$ cat src/rtl/int_stim_pkg.sv
// Shared types, default widths and helpers for the interrupt stimulus generator.
// Optional feature macro used across the slice: INT_STIM_ACK_EN (acknowledge / level mode).
package int_stim_pkg;

  typedef enum logic [1:0] {
    ST_IDLE  = 2'd0,
    ST_WAIT  = 2'd1,
    ST_PULSE = 2'd2,
    ST_REARM = 2'd3
  } chan_state_e;

  localparam int DEF_NCH    = 4;
  localparam int DEF_ADDR_W = 32;
  localparam int DEF_DLY_W  = 8;
  localparam int DEF_LEN_W  = 4;
  localparam int DEF_SHOT_W = 4;

  // An all-ones shot budget at field width means the channel never runs out.
  function automatic logic shots_unlimited(input logic [31:0] shots, input int unsigned w);
    logic [31:0] mask;
    mask = (32'd1 << w) - 32'd1;
    return (shots & mask) == mask;
  endfunction

endpackage

$ cat src/rtl/int_stim_chan.sv
// One interrupt stimulus channel: trigger PC, delay, pulse length and shot budget.
// INT_STIM_ACK_EN adds a level mode held until acknowledged, and ack as early terminate.
module int_stim_chan
  import int_stim_pkg::*;
#(
  parameter int ADDR_W = DEF_ADDR_W,
  parameter int DLY_W  = DEF_DLY_W,
  parameter int LEN_W  = DEF_LEN_W,
  parameter int SHOT_W = DEF_SHOT_W
) (
  input  logic              clk_i,
  input  logic              rst_ni,
  input  logic [ADDR_W-1:0] addr_i,
  input  logic              cfg_we_i,
  input  logic [ADDR_W-1:0] cfg_pc_i,
  input  logic [DLY_W-1:0]  cfg_delay_i,
  input  logic [LEN_W-1:0]  cfg_len_i,
  input  logic [SHOT_W-1:0] cfg_shots_i,
`ifdef INT_STIM_ACK_EN
  input  logic              cfg_level_i,
  input  logic              irq_ack_i,
`endif
  output logic              irq_o,
  output logic              active_o
);

  localparam int CNT_W = (DLY_W > LEN_W) ? DLY_W : LEN_W;

  chan_state_e       state_q, state_d;
  logic [ADDR_W-1:0] pc_q, pc_d;
  logic [DLY_W-1:0]  delay_q, delay_d;
  logic [LEN_W-1:0]  len_q, len_d;
  logic [SHOT_W-1:0] shots_q, shots_d;
  logic [CNT_W-1:0]  cnt_q, cnt_d;
  logic              irq_q, irq_d;
  logic              active_q;
  logic              match_s;
  logic              pulse_end_s;
`ifdef INT_STIM_ACK_EN
  logic              level_q, level_d;
`endif

  assign match_s = (addr_i == pc_q) && (shots_q != {SHOT_W{1'b0}});

`ifdef INT_STIM_ACK_EN
  assign pulse_end_s = level_q ? irq_ack_i : (irq_ack_i || (cnt_q == {CNT_W{1'b0}}));
`else
  assign pulse_end_s = (cnt_q == {CNT_W{1'b0}});
`endif

  // Next-state logic; a config write overrides whatever the channel was doing.
  always_comb begin
    state_d = state_q;
    pc_d    = pc_q;
    delay_d = delay_q;
    len_d   = len_q;
    shots_d = shots_q;
    cnt_d   = cnt_q;
    irq_d   = irq_q;
`ifdef INT_STIM_ACK_EN
    level_d = level_q;
`endif
    if (cfg_we_i) begin
      pc_d    = cfg_pc_i;
      delay_d = cfg_delay_i;
      len_d   = cfg_len_i;
      shots_d = cfg_shots_i;
      cnt_d   = {CNT_W{1'b0}};
      irq_d   = 1'b0;
      state_d = ST_IDLE;
`ifdef INT_STIM_ACK_EN
      level_d = cfg_level_i;
`endif
    end else begin
      case (state_q)
        ST_IDLE: begin
          if (match_s && (delay_q == {DLY_W{1'b0}})) begin
            state_d = ST_PULSE;
            irq_d   = 1'b1;
            cnt_d   = CNT_W'(len_q);
          end else if (match_s) begin
            state_d = ST_WAIT;
            cnt_d   = CNT_W'(delay_q - DLY_W'(1));
          end else begin
            state_d = ST_IDLE;
          end
        end
        ST_WAIT: begin
          if (cnt_q == {CNT_W{1'b0}}) begin
            state_d = ST_PULSE;
            irq_d   = 1'b1;
            cnt_d   = CNT_W'(len_q);
          end else begin
            cnt_d   = cnt_q - CNT_W'(1);
          end
        end
        ST_PULSE: begin
          if (pulse_end_s) begin
            state_d = ST_REARM;
            irq_d   = 1'b0;
            if (!shots_unlimited(32'(shots_q), SHOT_W) && (shots_q != {SHOT_W{1'b0}})) begin
              shots_d = shots_q - SHOT_W'(1);
            end else begin
              shots_d = shots_q;
            end
          end else if (cnt_q != {CNT_W{1'b0}}) begin
            cnt_d = cnt_q - CNT_W'(1);
          end else begin
            cnt_d = cnt_q;
          end
        end
        ST_REARM: begin
          if (addr_i != pc_q) begin
            state_d = ST_IDLE;
          end else begin
            state_d = ST_REARM;
          end
        end
        default: begin
          state_d = ST_IDLE;
          irq_d   = 1'b0;
        end
      endcase
    end
  end

  // Channel state registers, updated on the falling edge of the bench clock.
  always_ff @(negedge clk_i or negedge rst_ni) begin
    if (!rst_ni) begin
      state_q  <= ST_IDLE;
      pc_q     <= {ADDR_W{1'b0}};
      delay_q  <= {DLY_W{1'b0}};
      len_q    <= {LEN_W{1'b0}};
      shots_q  <= {SHOT_W{1'b0}};
      cnt_q    <= {CNT_W{1'b0}};
      irq_q    <= 1'b0;
      active_q <= 1'b0;
`ifdef INT_STIM_ACK_EN
      level_q  <= 1'b0;
`endif
    end else begin
      state_q  <= state_d;
      pc_q     <= pc_d;
      delay_q  <= delay_d;
      len_q    <= len_d;
      shots_q  <= shots_d;
      cnt_q    <= cnt_d;
      irq_q    <= irq_d;
      active_q <= (state_d != ST_IDLE);
`ifdef INT_STIM_ACK_EN
      level_q  <= level_d;
`endif
    end
  end

  assign irq_o    = irq_q;
  assign active_o = active_q;

endmodule

$ cat src/rtl/int_stim_gen.sv
// Multi-channel interrupt stimulus generator watching the CPU committed PC.
// Define INT_STIM_ACK_EN to add the irq_ack / cfg_level ports.
module int_stim_gen
  import int_stim_pkg::*;
#(
  parameter  int NCH    = DEF_NCH,
  parameter  int ADDR_W = DEF_ADDR_W,
  parameter  int DLY_W  = DEF_DLY_W,
  parameter  int LEN_W  = DEF_LEN_W,
  parameter  int SHOT_W = DEF_SHOT_W,
  localparam int CH_W   = (NCH > 1) ? $clog2(NCH) : 1
) (
  input  logic              clk,
  input  logic              reset,
  input  logic [ADDR_W-1:0] addr,
  input  logic              cfg_we,
  input  logic [CH_W-1:0]   cfg_ch,
  input  logic [ADDR_W-1:0] cfg_pc,
  input  logic [DLY_W-1:0]  cfg_delay,
  input  logic [LEN_W-1:0]  cfg_len,
  input  logic [SHOT_W-1:0] cfg_shots,
`ifdef INT_STIM_ACK_EN
  input  logic              cfg_level,
  input  logic [NCH-1:0]    irq_ack,
`endif
  output logic [NCH-1:0]    irq_vec,
  output logic              interrupt,
  output logic              busy
);

  logic [NCH-1:0] active_s;

  // Out-of-range channel indices decode to no write strobe at all.
  for (genvar i = 0; i < NCH; i++) begin : g_chan
    logic we_s;
    assign we_s = cfg_we && (cfg_ch == CH_W'(i));

    int_stim_chan #(
      .ADDR_W(ADDR_W),
      .DLY_W (DLY_W),
      .LEN_W (LEN_W),
      .SHOT_W(SHOT_W)
    ) u_chan (
      .clk_i      (clk),
      .rst_ni     (reset),
      .addr_i     (addr),
      .cfg_we_i   (we_s),
      .cfg_pc_i   (cfg_pc),
      .cfg_delay_i(cfg_delay),
      .cfg_len_i  (cfg_len),
      .cfg_shots_i(cfg_shots),
`ifdef INT_STIM_ACK_EN
      .cfg_level_i(cfg_level),
      .irq_ack_i  (irq_ack[i]),
`endif
      .irq_o      (irq_vec[i]),
      .active_o   (active_s[i])
    );
  end

  assign interrupt = |irq_vec;
  assign busy      = |active_s;

endmodule

$ cat config.mk
export PLATFORM = sky130hd
export DESIGN_NAME = int_stim_gen
export DESIGN_NICKNAME = d
export VERILOG_FILES = /design/src/rtl/int_stim_pkg.sv /design/src/rtl/int_stim_chan.sv /design/src/rtl/int_stim_gen.sv
export SDC_FILE = /design/constraint.sdc
export NUM_CORES = 1
export LEC_CHECK = 0
export CAP_MARGIN = 40
export CORE_UTILIZATION = 40
export DETAILED_ROUTE_END_ITERATION = 8
export RECOVER_POWER = 100
export REMOVE_ABC_BUFFERS = 1
export SETUP_SLACK_MARGIN = 0.05
export SKIP_LAST_GASP = 1
export SYNTH_ARGS = -nofsm -noshare
export SYNTH_HDL_FRONTEND = slang
export SYNTH_SLANG_ARGS = --single-unit
$ cat constraint.sdc
create_clock -name clk -period 2.2 [get_ports clk]
set_input_delay 0.33 -clock clk [delete_from_list [all_inputs] [get_ports clk]]
set_output_delay 0.33 -clock clk [all_outputs]
set_load 0.05 [all_outputs]
* Yosys cells after proc, flatten, opt, wreduce, memory -nomap -nowiden *
Index checks and enable logic that the tools add are counted.

storage, ports and cells
  bits in registers = 240
  bits in latches = 0
  RAM bits = 0
  ROM bits = 0
  bits of input ports = 85
  output and inout port bits = 6
  memories = 0

cells by class
  $add $sub $neg = 12
  multipliers = 0
  divide/modulo/power cells = 0
  order comparisons = 0
  eq/ne operators = 51
  shift-type cells = 0
  muxes and demuxes = 92
  bitwise operators = 0
  reduce and logical (&&, ||, !) cells = 75

operator list
  operator               number
  $mux W8                24
  $eq A32 B32 Y1         4
  $ne A32 B32 Y1         4
  $pmux W8 S3            4
  $logic_not A8 Y1       8
  $mux W4                16
  $sub A8 B1 Y8 const B  8
  $ne A3 B1 Y1 const B   16
  $mux W2                20
  $pmux W2 S4            4
  $reduce_and A4 Y1      8
  $reduce_bool A2 Y1     16
  $reduce_bool A4 Y1     8
  $reduce_bool A8 Y1     4
  $eq A2 B2 Y1 const B   10
  $mux W1                20
  $eq A4 B4 Y1 const B   4
  $logic_and A1 B1 Y1    16
  $ne A4 B1 Y1 const B   4
  $sub A4 B1 Y4 const B  4
  $ne A3 B2 Y1 const B   4
  $pmux W1 S3            4
  $reduce_and A3 Y1      4
  $eq A2 B1 Y1 const B   5
  other kinds (3)        11

* Longest topological paths before layout *
  word-level depth = 7
  mapped depth = 10
  gate-level depth less buffers = 8

* Modules after synthesis *
Synthesis repeated with hierarchy kept, for this count alone.

unflattened totals
  cells, all modules = 1,221
  area, all modules = 13,635.6 µm²

modules (own cells, without submodules)
  module                             instances  cells an instance  area an instance (µm²)
  int_stim_chan at g_chan[1].u_chan  1          307                3,515.9
  int_stim_chan at g_chan[2].u_chan  1          305                3,390.8
  int_stim_chan at g_chan[0].u_chan  1          302                3,370.7
  int_stim_chan at g_chan[3].u_chan  1          301                3,311.9
  int_stim_gen                       1          6                  46.3

==> results.txt <==
Maximum vdd drop: 0.677 mV
Top-area cell type share of the netlist area: 0.442
Synth unique cells: 66
Post-Syn Area per Cell: 8.45 sq um
HP Start: g_chan[2].u_chan.pc_q[27]
#FFs+latches synth: 240
Synth area leader: dfrtn_1
DRT Wirelength: 44.1 mm
Post-route cell area: 19200 sq um
Final ANT Viol Nets: 0
Slew Viols, Final: 0
Reg2reg start: g_chan[0].u_chan.delay_q[4]
Critical Path AT: 2.78 ns
Vias in the first global route: 12697
# DRC: 0
Num CTS Buffers: 29
CORE AREA: 33400 sq um
Synth top cells by count: 587 x nand2_1, 240 x dfrtn_1, 134 x xor2_1, 69 x clkbuf_1, 54 x nor2_1
Top-count cell post-synth: nand2_1
Post-synthesis cell count: 1609
Netlist Area Pre-Place: 13600 sq um
Slew headroom: 0.406
DP Cell Count: 2273
Leak: 9.08 nW
RSZ-0062 raised after global routing: yes
Worst skew pair latency: 0.56 ns
Clock transition at path regs: 0.05 ns
Root Buffer: clkbuf_16
CP startpoint kind: flop
Via count: 12512
Warnings from Yosys: 0
Crit path kind: flop to primary output
Clock skew: 0.0182 ns
DRT iter0 DRCs: 803
First-pass GRT wire length: 70.7 mm
R2R setup slack: -0.24 ns
Initial core utilization: 0.406
Critical R2R Capture: g_chan[0].u_chan.cnt_q[1]
I/O Buffers: 90
Die width: 186 um
Maxcap violations: 0
Area Growth Syn to Fin: 41.2%
Outcome: complete, but fails checks
Seq/Total Area, Yosys: 0.442
CP Max Fanout: 1
Failing checks: negative setup slack
Main synth FF type: dfrtn_1
Hold Fails Final Rpt: 0
Overflow after GRT: 0
Critical Path End Type: primary output
Reg2reg path depth: 5
Routed length per instance: 18.7 um
DR pass1 iterations: 5
Ant. Diodes: 0
Die Area: 34700 sq um
# hold bufs at CTS: 0
Vias per Instance: 5.31
Least-Margin Pin Slew: 0.891 ns
Largest cells by area after synthesis: dfrtn_1 44%, nand2_1 16%, xor2_1 8.6%, ha_1 3.7%, xnor2_1 3.3%
Row count: 67
Critical Path RT: 1.87 ns
Post-synth EDFFs: 0
Post-DP Area: 16600 sq um
Endpoint, Worst Hold: g_chan[2].u_chan.pc_q[27]
Die H: 186 um
Total track usage: 0.257
Finished Layout Cells: 2358
CTS Buffer Depth: 3
Detail Placement HPWL: 30.8 mm
Hold WS: 0.441 ns
Nets@finish: 2013
Fraction of registers with async set/reset: 1.00
Layout cells sized above 1: 0.254
Gp weighted congestion: 0.913
H-tree depth: 1
Final Setup Violations: 102
Pwr dens: 798 nW/um^2
Hold Crit Class: flop to flop
Initial antenna violation count: 0
TritonCTS sink count: 240
CTS tree: done
Largest net degree at the start of global routing: 36
IO Count: 91
Worst hold stages: 2
Worst setup margin: -0.907 ns
worst max-delay path, cell delays in order (launching register included):
cell,delay [ns]
dfrtn_1,0.37
or4_4,0.57
buf_8,0.18
final cells by class:
cell class,count,area [sq um]
fillers,2939,14300
inverters,50,188
clock buffers,39,813
flip-flops and latches,240,6010
repair buffers,327,3070
well taps,448,561
multi-input cells,1240,8360
clock inverters,14,189
kinds of logic (layout without fill, tap and decap cells):
kind of cell,count (synthesis),in the layout,share of synthesized area
mux,12,12,0.00967
flops,240,240,0.442
buf+inv,130,430,0.0372
fa+ha+maj,40,40,0.0368
xor+xnor,185,185,0.119
simple gates,808,809,0.256
compound gates,194,194,0.0988
worst max-delay path by stage:
stage	endpoint	startpoint	slack (ns)	depth (start not counted)
finish	busy	g_chan[1].u_chan.active_o	-0.91	2
global route	busy	g_chan[1].u_chan.active_o	-0.92	2
CTS	busy	g_chan[1].u_chan.active_o	-0.89	2
detailed placement	g_chan[3].u_chan.cnt_q[3]	addr[4]	-1.88	10
global placement	g_chan[3].u_chan.cnt_q[3]	addr[4]	-2.28	9
floorplan	g_chan[0].u_chan.shots_q[0]	cfg_ch[1]	-2.74	2
layer usage:
layer / wire length, um / global-route usage
met5: 0 / 0
met1: 19000 / 0.339
met2: 21600 / 0.437
met4: 1550 / 0.0858
met3: 2000 / 0.0303
through the flow:
step / util / worst slack, ns / total power [mW] / TNS [ns]
after floorplan: - / -2.74 / 8.01 / -304.99
after global placement: 0.495 / -2.28 / 9.62 / -258.03
after detailed placement: 0.496 / -1.88 / 9.71 / -255.84
after CTS: 0.566 / -0.889 / 15.3 / -30.51
after global routing: 0.574 / -0.917 / 16.1 / -41.49
final: 0.574 / -0.907 / 15.3 / -35.14
what timing repair did:
action / in CTS / in global routing
cloned: 5 / 0
resized for setup: 399 / 62
pin swaps: 128 / 46
buffers inserted: 23 / 16
setup endpoints to repair: 246 / 84
placed cells by master, fill, tap and decap left out, types with 10 or more instances in the layout:
master,count
clkbuf_16,29
xor2_2,25
buf_4,142
a21oi_1,27
buf_6,59
buf_2,13
clkdlybuf4s50_1,48
o21ai_0,36
xor2_4,13
nand3_1,16
ha_1,40
dfrtn_1,240
o31ai_1,12
clkbuf_1,16
clkbuf_2,16
nor2_1,48
nand2_1,584
nand4_1,24
xor2_1,96
o211ai_1,10
nor3_1,20
xnor2_1,44
nor4_2,16
buf_12,23
o32ai_2,10
nor4_1,14
inv_1,50
registers in the layout (all words and copies together), names as in the netlist:
| register | count |
|---|---|
| g_chan.u_chan.pc_q | 128 |
| g_chan.u_chan.cnt_q | 32 |
| g_chan.u_chan.delay_q | 32 |
| g_chan.u_chan.len_q | 16 |
| g_chan.u_chan.shots_q | 16 |
| g_chan.u_chan.state_q | 8 |
| g_chan.u_chan.active_o | 4 |
| g_chan.u_chan.irq_o | 4 |
report_power, final:
part / internal (mW) / switching [mW] / total, mW
combinational: 2.06 / 2.37 / 4.43
sequential: 5.18 / 0.660 / 5.84
clock: 3.06 / 1.98 / 5.04
Note: power is estimated with default switching activity, not from simulation.
